`src/rtl/keycode_event_fifo_if.sv`:
```
// rtl/keycode_event_fifo_if.sv - event stream interface between keycode_event_fifo and its consumer
//
// evt_data  : FIFO head, MSB 1 = press / 0 = release, low CODE_W bits = keycode
// evt_valid : FIFO non-empty, evt_data is meaningful
// evt_ready : consumer pop; a pop happens when evt_valid && evt_ready
// master = event producer (the FIFO), slave = event consumer.

interface keycode_event_fifo_if #(
    parameter int CODE_W = 8
);
    logic [CODE_W:0] evt_data;
    logic            evt_valid;
    logic            evt_ready;

    modport master (
        output evt_data,
        output evt_valid,
        input  evt_ready
    );

    modport slave (
        input  evt_data,
        input  evt_valid,
        output evt_ready
    );
endinterface

```
`src/rtl/keycode_event_fifo.sv`:
```
// rtl/keycode_event_fifo.sv - HID keycode snapshots to press/release events, FIFO buffered
//
// Ports:
//   clk_clk, reset_reset_n : clock, asynchronous active-low reset
//   keycode_in             : N_KEYS slots of CODE_W bits, slot i at [i*CODE_W +: CODE_W], 0 = empty
//   keycode_valid          : one-cycle strobe, keycode_in holds a new report
//   evt (master)           : first-word-fall-through event stream (evt_data/evt_valid/evt_ready)
//   evt_count              : events currently stored, 0..DEPTH
//   busy                   : scan in progress or report pending
//   overflow               : sticky, an event was dropped on a full FIFO
//   clear_overflow         : clears overflow (a same-cycle drop wins)

module keycode_event_fifo #(
    parameter int N_KEYS = 6,
    parameter int CODE_W = 8,
    parameter int DEPTH  = 16
) (
    input  logic                       clk_clk,
    input  logic                       reset_reset_n,
    input  logic [N_KEYS*CODE_W-1:0]   keycode_in,
    input  logic                       keycode_valid,
    keycode_event_fifo_if.master       evt,
    output logic [$clog2(DEPTH):0]     evt_count,
    output logic                       busy,
    output logic                       overflow,
    input  logic                       clear_overflow
);
    localparam int AW = $clog2(DEPTH);
    localparam int IW = (N_KEYS > 1) ? $clog2(N_KEYS) : 1;

    typedef logic [CODE_W-1:0] code_t;
    typedef enum logic [1:0] {IDLE, SCAN_PRESS, SCAN_REL, COMMIT} state_t;

    state_t          state_q, state_d;
    logic [IW-1:0]   idx_q, idx_d;
    code_t           prev_q [N_KEYS];
    code_t           prev_d [N_KEYS];
    code_t           cur_q  [N_KEYS];
    code_t           cur_d  [N_KEYS];
    code_t           pend_q [N_KEYS];
    code_t           pend_d [N_KEYS];
    logic            pend_valid_q, pend_valid_d;
    logic            busy_q, busy_d;
    logic            ovf_q, ovf_d;

    logic [CODE_W:0] mem_q [DEPTH];
    logic [AW-1:0]   wr_ptr_q, wr_ptr_d;
    logic [AW-1:0]   rd_ptr_q, rd_ptr_d;
    logic [AW:0]     count_q, count_d;

    code_t           in_codes [N_KEYS];
    logic            rollover;
    logic            report_ok;

    // scan_a is the report being tested, scan_b the one it is compared against
    code_t           scan_a [N_KEYS];
    code_t           scan_b [N_KEYS];
    code_t           scan_code;
    logic            scanning;
    logic            push_req;
    logic [CODE_W:0] push_data;

    logic            pop;
    logic            full;
    logic            push_ok;
    logic            drop;

    // Report unpack and ErrorRollOver (code 1) detection
    always_comb begin
        rollover = 1'b0;
        for (int i = 0; i < N_KEYS; i++) begin
            in_codes[i] = keycode_in[i*CODE_W +: CODE_W];
            if (in_codes[i] == code_t'(1)) begin
                rollover = 1'b1;
            end
        end
    end

    assign report_ok = keycode_valid && !rollover;

    // Edge test: the slot code is new if nonzero, absent from the other report,
    // and not a repeat of an earlier slot of the same report.
    always_comb begin
        for (int j = 0; j < N_KEYS; j++) begin
            scan_a[j] = (state_q == SCAN_PRESS) ? cur_q[j]  : prev_q[j];
            scan_b[j] = (state_q == SCAN_PRESS) ? prev_q[j] : cur_q[j];
        end
        scanning  = (state_q == SCAN_PRESS) || (state_q == SCAN_REL);
        scan_code = scan_a[idx_q];
        push_req  = scanning && (scan_code != '0);
        for (int j = 0; j < N_KEYS; j++) begin
            if (scan_b[j] == scan_code) begin
                push_req = 1'b0;
            end
            if ((IW'(j) < idx_q) && (scan_a[j] == scan_code)) begin
                push_req = 1'b0;
            end
        end
        push_data = {(state_q == SCAN_PRESS), scan_code};
    end

    // Scan FSM
    always_comb begin
        state_d      = state_q;
        idx_d        = idx_q;
        prev_d       = prev_q;
        cur_d        = cur_q;
        pend_d       = pend_q;
        pend_valid_d = pend_valid_q;

        case (state_q)
            IDLE: begin
                if (report_ok) begin
                    cur_d        = in_codes;
                    pend_valid_d = 1'b0;
                    state_d      = SCAN_PRESS;
                    idx_d        = '0;
                end else if (pend_valid_q) begin
                    // A report that landed during the final COMMIT cycle
                    cur_d        = pend_q;
                    pend_valid_d = 1'b0;
                    state_d      = SCAN_PRESS;
                    idx_d        = '0;
                end
            end
            SCAN_PRESS: begin
                if (idx_q == IW'(N_KEYS - 1)) begin
                    state_d = SCAN_REL;
                    idx_d   = '0;
                end else begin
                    idx_d = idx_q + IW'(1);
                end
            end
            SCAN_REL: begin
                if (idx_q == IW'(N_KEYS - 1)) begin
                    state_d = COMMIT;
                    idx_d   = '0;
                end else begin
                    idx_d = idx_q + IW'(1);
                end
            end
            COMMIT: begin
                prev_d = cur_q;
                if (pend_valid_q) begin
                    cur_d        = pend_q;
                    pend_valid_d = 1'b0;
                    state_d      = SCAN_PRESS;
                    idx_d        = '0;
                end else begin
                    state_d = IDLE;
                end
            end
            default: state_d = IDLE;
        endcase

        // A report arriving while busy goes to the pending slot; placed after
        // the case so it wins over COMMIT consuming the previous pending report.
        if (report_ok && (state_q != IDLE)) begin
            pend_d       = in_codes;
            pend_valid_d = 1'b1;
        end

        busy_d = (state_d != IDLE) || pend_valid_d;
    end

    // FIFO control; a full FIFO still accepts when the head pops this cycle
    always_comb begin
        pop      = (count_q != '0) && evt.evt_ready;
        full     = (count_q == (AW+1)'(DEPTH));
        push_ok  = push_req && (!full || pop);
        drop     = push_req && !push_ok;
        wr_ptr_d = wr_ptr_q + AW'(push_ok);
        rd_ptr_d = rd_ptr_q + AW'(pop);
        count_d  = count_q + (AW+1)'(push_ok) - (AW+1)'(pop);
        if (drop) begin
            ovf_d = 1'b1;
        end else if (clear_overflow) begin
            ovf_d = 1'b0;
        end else begin
            ovf_d = ovf_q;
        end
    end

    always_ff @(posedge clk_clk or negedge reset_reset_n) begin
        if (!reset_reset_n) begin
            state_q      <= IDLE;
            idx_q        <= '0;
            pend_valid_q <= 1'b0;
            busy_q       <= 1'b0;
            ovf_q        <= 1'b0;
            wr_ptr_q     <= '0;
            rd_ptr_q     <= '0;
            count_q      <= '0;
            for (int i = 0; i < N_KEYS; i++) begin
                prev_q[i] <= '0;
                cur_q[i]  <= '0;
                pend_q[i] <= '0;
            end
            for (int i = 0; i < DEPTH; i++) begin
                mem_q[i] <= '0;
            end
        end else begin
            state_q      <= state_d;
            idx_q        <= idx_d;
            prev_q       <= prev_d;
            cur_q        <= cur_d;
            pend_q       <= pend_d;
            pend_valid_q <= pend_valid_d;
            busy_q       <= busy_d;
            ovf_q        <= ovf_d;
            wr_ptr_q     <= wr_ptr_d;
            rd_ptr_q     <= rd_ptr_d;
            count_q      <= count_d;
            if (push_ok) begin
                mem_q[wr_ptr_q] <= push_data;
            end
        end
    end

    assign evt.evt_valid = (count_q != '0);
    assign evt.evt_data  = (count_q != '0) ? mem_q[rd_ptr_q] : '0;
    assign evt_count     = count_q;
    assign busy          = busy_q;
    assign overflow      = ovf_q;

endmodule

```
`src/flat_wrapper.sv`:
```
// flat-port wrapper written by rule: the top's interface ports become plain ports
module keycode_event_fifo_flat 
#(
    parameter int N_KEYS = 6,
    parameter int CODE_W = 8,
    parameter int DEPTH  = 16
)
  (clk_clk, reset_reset_n, keycode_in, keycode_valid, evt_count, busy, overflow, clear_overflow, evt_evt_data, evt_evt_valid, evt_evt_ready);
  keycode_event_fifo_if #(.CODE_W(CODE_W)) evt_i ();
  input  logic clk_clk;
  input  logic reset_reset_n;
  input  logic [N_KEYS*CODE_W-1:0] keycode_in;
  input  logic keycode_valid;
  output logic [$clog2(DEPTH):0] evt_count;
  output logic busy;
  output logic overflow;
  input  logic clear_overflow;
  output wire logic [$bits(evt_i.evt_data)-1:0] evt_evt_data;
  output wire logic [$bits(evt_i.evt_valid)-1:0] evt_evt_valid;
  input wire logic [$bits(evt_i.evt_ready)-1:0] evt_evt_ready;
  assign evt_evt_data = evt_i.evt_data;
  assign evt_evt_valid = evt_i.evt_valid;
  assign evt_i.evt_ready = evt_evt_ready;
  keycode_event_fifo #(.N_KEYS(N_KEYS), .CODE_W(CODE_W), .DEPTH(DEPTH)) u_core (.clk_clk(clk_clk), .reset_reset_n(reset_reset_n), .keycode_in(keycode_in), .keycode_valid(keycode_valid), .evt(evt_i), .evt_count(evt_count), .busy(busy), .overflow(overflow), .clear_overflow(clear_overflow));
endmodule
```
`config.mk`:
```
export PLATFORM = sky130hd
export DESIGN_NAME = keycode_event_fifo_flat
export DESIGN_NICKNAME = d
export VERILOG_FILES = /design/src/rtl/keycode_event_fifo_if.sv /design/src/rtl/keycode_event_fifo.sv /design/src/flat_wrapper.sv
export SDC_FILE = /design/constraint.sdc
export NUM_CORES = 1
export LEC_CHECK = 0
export BUFFER_PORTS_ARGS = -buffer_cell sky130_fd_sc_hd__buf_2
export CORE_MARGIN = 2
export CORE_UTILIZATION = 50
export CTS_CLUSTER_SIZE = 8
export DETAILED_ROUTE_END_ITERATION = 6
export PLACE_DENSITY = 0.72
export SLEW_MARGIN = 25
export SYNTH_ARGS = -nofsm -noshare
export SYNTH_HDL_FRONTEND = slang
export SYNTH_SLANG_ARGS = --single-unit
```
`constraint.sdc`:
```
create_clock -name clk_clk -period 6.18 [get_ports clk_clk]
set_clock_uncertainty 0.05 [all_clocks]
set_input_delay 0.309 -clock clk_clk [delete_from_list [all_inputs] [get_ports clk_clk]]
set_output_delay 0.309 -clock clk_clk [all_outputs]
set_load 0.01 [all_outputs]
```
# Word-level counts from Yosys, hierarchy flattened
# Index checks and enable logic that the tools add are counted.
[op_classes]
add_sub_neg = 5
magnitude_cmp = 10
eq_ne = 23
mux = 57
bitwise_logic = 3
reduce_logical = 28
[ops]
columns = ["operator", "count"]
rows = [
  ["144-bit bitwise mux", 1],
  ["8-bit 2-to-1 mux", 14],
  ["8-bit equality test", 12],
  ["48-bit 2-to-1 mux", 2],
  ["48-bit one-hot mux with 2 select lines", 1],
  ["8-bit by 1-bit equality test with 1-bit output (second input constant)", 6],
  ["9-bit binary-select mux with 4-bit select", 1],
  ["9-bit demux with 4-bit select", 1],
  ["9-bit 2-to-1 mux", 4],
  ["8-bit binary-select mux with 3-bit select", 1],
  ["1-bit 2-to-1 mux", 23],
  ["1-bit logical AND", 13],
  ["5-bit >= comparator (second input constant)", 2],
  ["4-bit inverter with 5-bit output", 2],
  ["3-bit 2-to-1 mux", 3],
  ["3-bit one-hot mux with 3 select lines", 1],
  ["4-bit by 1-bit adder with 4-bit output", 2],
  ["2-bit 2-to-1 mux", 4],
  ["2-bit one-hot mux with 4 select lines", 1],
  ["2-bit nonzero test", 4],
  ["8-bit nonzero test", 1],
  ["1-bit by 3-bit < comparator with 1-bit output (first input constant)", 2],
  ["2-bit by 3-bit < comparator with 1-bit output (first input constant)", 2],
  ["3-bit < comparator (first input constant)", 2],
  ["other kinds (15)", 21],
]
[word_totals]
ff_bits = 309
inputBits = 53

# Longest topological paths before layout
[logic_depth]
ltp_word = 23
mapped_depth = 25
depth_no_buf = 19

# Worst setup path before layout
# No wires, ideal clock.
[synth_timing]
path_type = "flip-flop to flip-flop"
startpoint = "reg u_core.state_q[1]"
endpoint = "reg u_core.count_q[4] (netlist: u_core.evt_count[4])"
t_arrival_ps = 4261
t_required_ps = 6005
slack_ps = 1744
stages_incl_launch_ff = 25
path_cell_list = "dfrtp_1 -> inv_1 -> ha_1 -> buf_6 -> buf_4 -> buf_6 -> mux2i_1 -> nand2_1 -> nand2_1 -> nor2_1 -> buf_2 -> xor2_1 -> and4_1 -> o32ai_1 -> nor3b_4 -> buf_6 -> and2_1 -> ha_1 -> inv_1 -> fa_1 -> inv_1 -> a21oi_1 -> nor2_1 -> nor2_1 -> xnor2_1"
[synth_via]
elab_chain_cells = 22
word_cells_on_any_way = 53
[synth_lines]
columns = ["element", "line_no", "text"]
rows = [
  ["start, declared", "keycode_event_fifo.sv:34", "state_t state_q, state_d;"],
  ["start signal, assigned", "keycode_event_fifo.sv:203", "state_q <= state_d;"],
  ["2-bit by 1-bit equality test with 1-bit output *", "n/a", ""],
  ["named net u_core.push_data[8]", "keycode_event_fifo.sv:61", "logic [CODE_W:0] push_data;"],
  ["8-bit 2-to-1 mux", "keycode_event_fifo.sv:85", "scan_a[j] = (state_q == SCAN_PRESS) ? cur_q[j] : prev_q[j];"],
  ["8-bit binary-select mux with 3-bit select", "keycode_event_fifo.sv:89", "scan_code = scan_a[idx_q];"],
  ["8-bit 2-to-1 mux (implied by the code) (2 in a row)", "keycode_event_fifo.sv:89", ""],
  ["8-bit nonzero test", "keycode_event_fifo.sv:90", "push_req = scanning && (scan_code != '0);"],
  ["1-bit logical AND", "keycode_event_fifo.sv:90", ""],
  ["1-bit 2-to-1 mux", "keycode_event_fifo.sv:92", "if (scan_b[j] == scan_code) begin"],
  ["(+7 left out)", "n/a", ""],
  ["1-bit 2-to-1 mux", "keycode_event_fifo.sv:92", ""],
  ["1-bit 2-to-1 mux", "keycode_event_fifo.sv:95", "if ((IW'(j) < idx_q) && (scan_a[j] == scan_code)) begin"],
  ["1-bit 2-to-1 mux", "keycode_event_fifo.sv:92", ""],
  ["1-bit 2-to-1 mux *", "keycode_event_fifo.sv:95", ""],
  ["1-bit logical AND *", "keycode_event_fifo.sv:170", "push_ok = push_req && (!full || pop);"],
  ["5-bit by 1-bit adder with 5-bit output *", "keycode_event_fifo.sv:174", "count_d = count_q + (AW+1)'(push_ok) - (AW+1)'(pop);"],
  ["5-bit by 1-bit subtractor with 5-bit output *", "keycode_event_fifo.sv:174", ""],
  ["named net u_core.count_d[4]", "keycode_event_fifo.sv:49", "logic [AW:0] count_q, count_d;"],
  ["end signal, assigned", "keycode_event_fifo.sv:213", "count_q <= count_d;"],
  ["end, declared", "keycode_event_fifo.sv:49", ""],
]
# The timed path passes the listed nets; every way through them passes the cells marked *. The select of a mux whose other input is x is not followed.
# A chain may end at the register's enable or synchronous reset.

# Final worst setup path
# Same ends and word-level chain as after synthesis.

==> results_dict.tcl <==
set metrics [dict create \
    yosysTopAreaCell "dfrtp_1" \
    clockBufferDepth 3 \
    synth_area_per_cell_um2 12.8 \
    critPathBufInv 5 \
    cpLargestDelayFamily "simple AND/OR/NAND/NOR gates" \
    cts_tree "done" \
    overflow 0 \
    yosysWarnings 0 \
    max_clock_freq_mhz 181 \
    core_area_mm2 0.0317 \
    synthCells 1263 \
    worstMarginPinSlew_ps 891 \
    final_max_slew_viol_count 0 \
    ys_top_cells_by_count "309 x dfrtp_1, 240 x mux2_2, 92 x mux2i_1" \
    ios 70 \
    layout_min_cycle_time_ps 5520 \
    die_area_mm2 0.0338 \
    hold_path_class "in -> reg" \
    grt_max_degree 132 \
    grt_pass1_wl_um 61300 \
    synth_top_area_share 0.478 \
    critPathKind "reg -> reg" \
    status "finished clean" \
    ir_drop_v 0.000345 \
    synthMuxAreaShare 0.290 \
    cp.arrival_ps 5880 \
    multi_input_area_mm2 0.00805 \
    drt.antenna.violating_nets 0 \
    critPathLaunch "u_core.state_q[1]$_DFF_PN0_" \
    root_buffer "clkbuf_16" \
    gp_congestion 0.927 \
    dp_cells 1668 \
    syn_nets 1333 \
    synth_cell_type_count 57 \
    drive_above_1_share 0.337 \
    num_vias 10512 \
    synth_edf_count 0 \
    powerDensity_mw_per_mm2 624 \
    cp_slowest_stage_delay_ps 610 \
    final.fill_count 2504 \
    clock_sinks 309 \
    synth_compound_area_frac 0.0553 \
    remaining_drc_errors 0 \
    grt_pass1_vias 10844 \
    h-tree-depth 2 \
    firstDrtPassIters 5 \
    numCtsBuffers 44 \
    final_util 0.584 \
    fin_setup_tns_ps 0 \
    die_w_um 184 \
    p_leak_uw 0.00813 \
    synth_top_family_by_area "multiplexers" \
    r2r-start "u_core.state_q[1]$_DFF_PN0_" \
    wl_per_cell_um 21.7 \
    area_growth_pct 14.5 \
    setup_viol 0 \
    clkLatencyLatePin_ps 540 \
    ys_ff_latch 309 \
    rsz0062_at_grt "false" \
    path_cells "inv_1, ha_4, buf_4, mux2i_1, a32oi_1, nand3_1, nor2_2, buf_4, xor2_1, nand4_1, nand4_1, nor2_2, and2_1, ha_1, inv_1, fa_1, inv_1, a21oi_1, nor2_1, nor2_1, xnor2_1" \
    crit_path_start_kind "flop" \
    portBuffers 69 \
    fin_crit_sh 0.893 \
    grt_usage 0.234 \
    post_cts_buffers 0 \
    slew_headroom 0.406 \
    crit_path_top_delay_cell "ha_4" \
    critPathMaxFanout 37 \
    antenna_found_initial 1 \
    synth_simple_gate_area_frac 0.0788 \
    regArea_mm2 0.00773 \
    cp-end-kind "flop" \
    fp.dieH_um 184 \
    synth_area_mm2 0.0162 \
    synth-xor-area-share 0.0552 \
    ys_async_sr_fraction 1.00 \
    drtIter0Drc 567 \
    synth_area_leaders "dfrtp_1 48%, mux2_2 17%, mux4_2 6.3%" \
    start_util 0.510 \
    wl_um 38200 \
    n_antenna_cell 0 \
    final_hold_viol_count 0 \
    ys_seq_area_frac 0.478 \
    finalNonFillerCells 1759 \
    crit_path_frequent_cell "inv_1" \
    yosysMostFrequentCell "dfrtp_1" \
    clkTransAtPathRegs_ps 50 \
    rows 65 \
    hp-start "keycode_in[23]" \
    drv_cap 0 \
    dpl.hpwl_um 25000 \
    ctsResizeCount 0 \
    synthFlopType "dfrtp_1" \
    cp.required_ps 6540 \
    drt-vias-per-instance 5.98 \
    synth_fa_ha_area_frac 0.0136 \
    fin_nets 1423 \
]
## worst reg2reg max path: cells and delay by family (launching register included)
kind            cells  cell delay [ps]
fa+ha+maj           3             1240
flops               1              410
buf+inv             5             1110
mux                 1              200
simple gates        8             1880
compound gates      2              290
xor+xnor            2              220
## path summary, 6_finish.rpt
kind / end / slack, ps / depth (start not counted)
worst min register to register: u_core.mem_q[28]$_DFFE_PN0P_ / 450 / 1
worst max-delay path: u_core.evt_count[4]$_DFF_PN0_ / 660 / 21
worst max register to register: u_core.evt_count[4]$_DFF_PN0_ / 660 / 21
min in group asynchronous: u_core.evt_count[4]$_DFF_PN0_ / 190 / 2
max in group asynchronous: u_core.prev_q[39]$_DFFE_PN0P_ / 4620 / 4
worst min-delay path: u_core.pend_q[31]$_DFFE_PN0P_ / 20 / 2
## power breakdown
group | switching [uW] | internal, uW
sequential | 712 | 2980
clock | 838 | 1270
combinational | 3000 | 2760
## routing by layer
metal,GRT usage,part of all wire,vias to the layer above
li1,-,-,4786
met1,0.316,0.45,5375
met2,0.390,0.48,284
met3,0.0412,0.047,65
met4,0.0630,0.023,2
met5,0,0.00026,-
## timing repair
action | in CTS | in global routing
setup endpoints to repair | 0 | 0
hold endpoints to repair | 167 | 0
hold buffers | 40 | 0
## through the flow
step	hold slack [ps]	setup WS, ps	total power (uW)	area [um2]
after floorplan	-36.6	1740	7960	16200
after global placement	414	808	9250	16900
after detailed placement	419	754	9430	16900
after CTS	2.29	748	11600	18500
after global routing	2.60	377	12300	18500
final	16.1	659	11600	18500
## state kept, by name, summed over array words and instances, names as in the netlist, 2 cells and up
| name | flops |
|---|---|
| u_core.cur_q | 48 |
| u_core.evt_count | 5 |
| u_core.idx_q | 3 |
| u_core.mem_q | 144 |
| u_core.pend_q | 48 |
| u_core.prev_q | 48 |
| u_core.rd_ptr_q | 4 |
| u_core.state_q | 2 |
| u_core.wr_ptr_q | 4 |
## layout make-up
cell class                      count  area share
Multi-Input combinational cell    847       0.435
Sequential cell                   309       0.417
Timing Repair Buffer              136      0.0548
Tap cell                          402      0.0271
Inverter                           15     0.00304
Clock buffer                       47      0.0606
Clock inverter                      3     0.00243
## cells in the final DEF, fill, tap and decap left out, types with 3 or more instances in the layout
master,synthesis,final
a21oi_1,5,5
a22o_1,5,5
a22oi_1,54,54
a32oi_1,4,4
and2_1,4,4
and4_1,9,9
buf_2,22,68
buf_4,7,23
clkbuf_16,0,44
dfrtp_1,309,308
dlygate4sd3_1,0,40
ha_1,16,13
inv_1,15,15
mux2_1,5,5
mux2_2,240,240
mux2i_1,92,92
mux4_2,45,45
nand2_1,75,75
nand2b_1,5,5
nand3_1,7,7
nand4_1,14,14
nand4_4,8,8
nor2_1,24,21
nor2_2,0,3
nor2b_1,19,16
nor2b_4,0,3
nor3_1,5,5
nor4_1,17,17
nor4b_1,6,6
o21ai_0,54,54
xnor2_1,71,71
xor2_1,31,31
## cell families after synthesis
group	after synthesis
compound gates	136
xor+xnor	102
fa+ha+maj	17
buf+inv	107
flops	309
mux	382
simple gates	210
No activity file was read; power rests on OpenSTA's default activity.
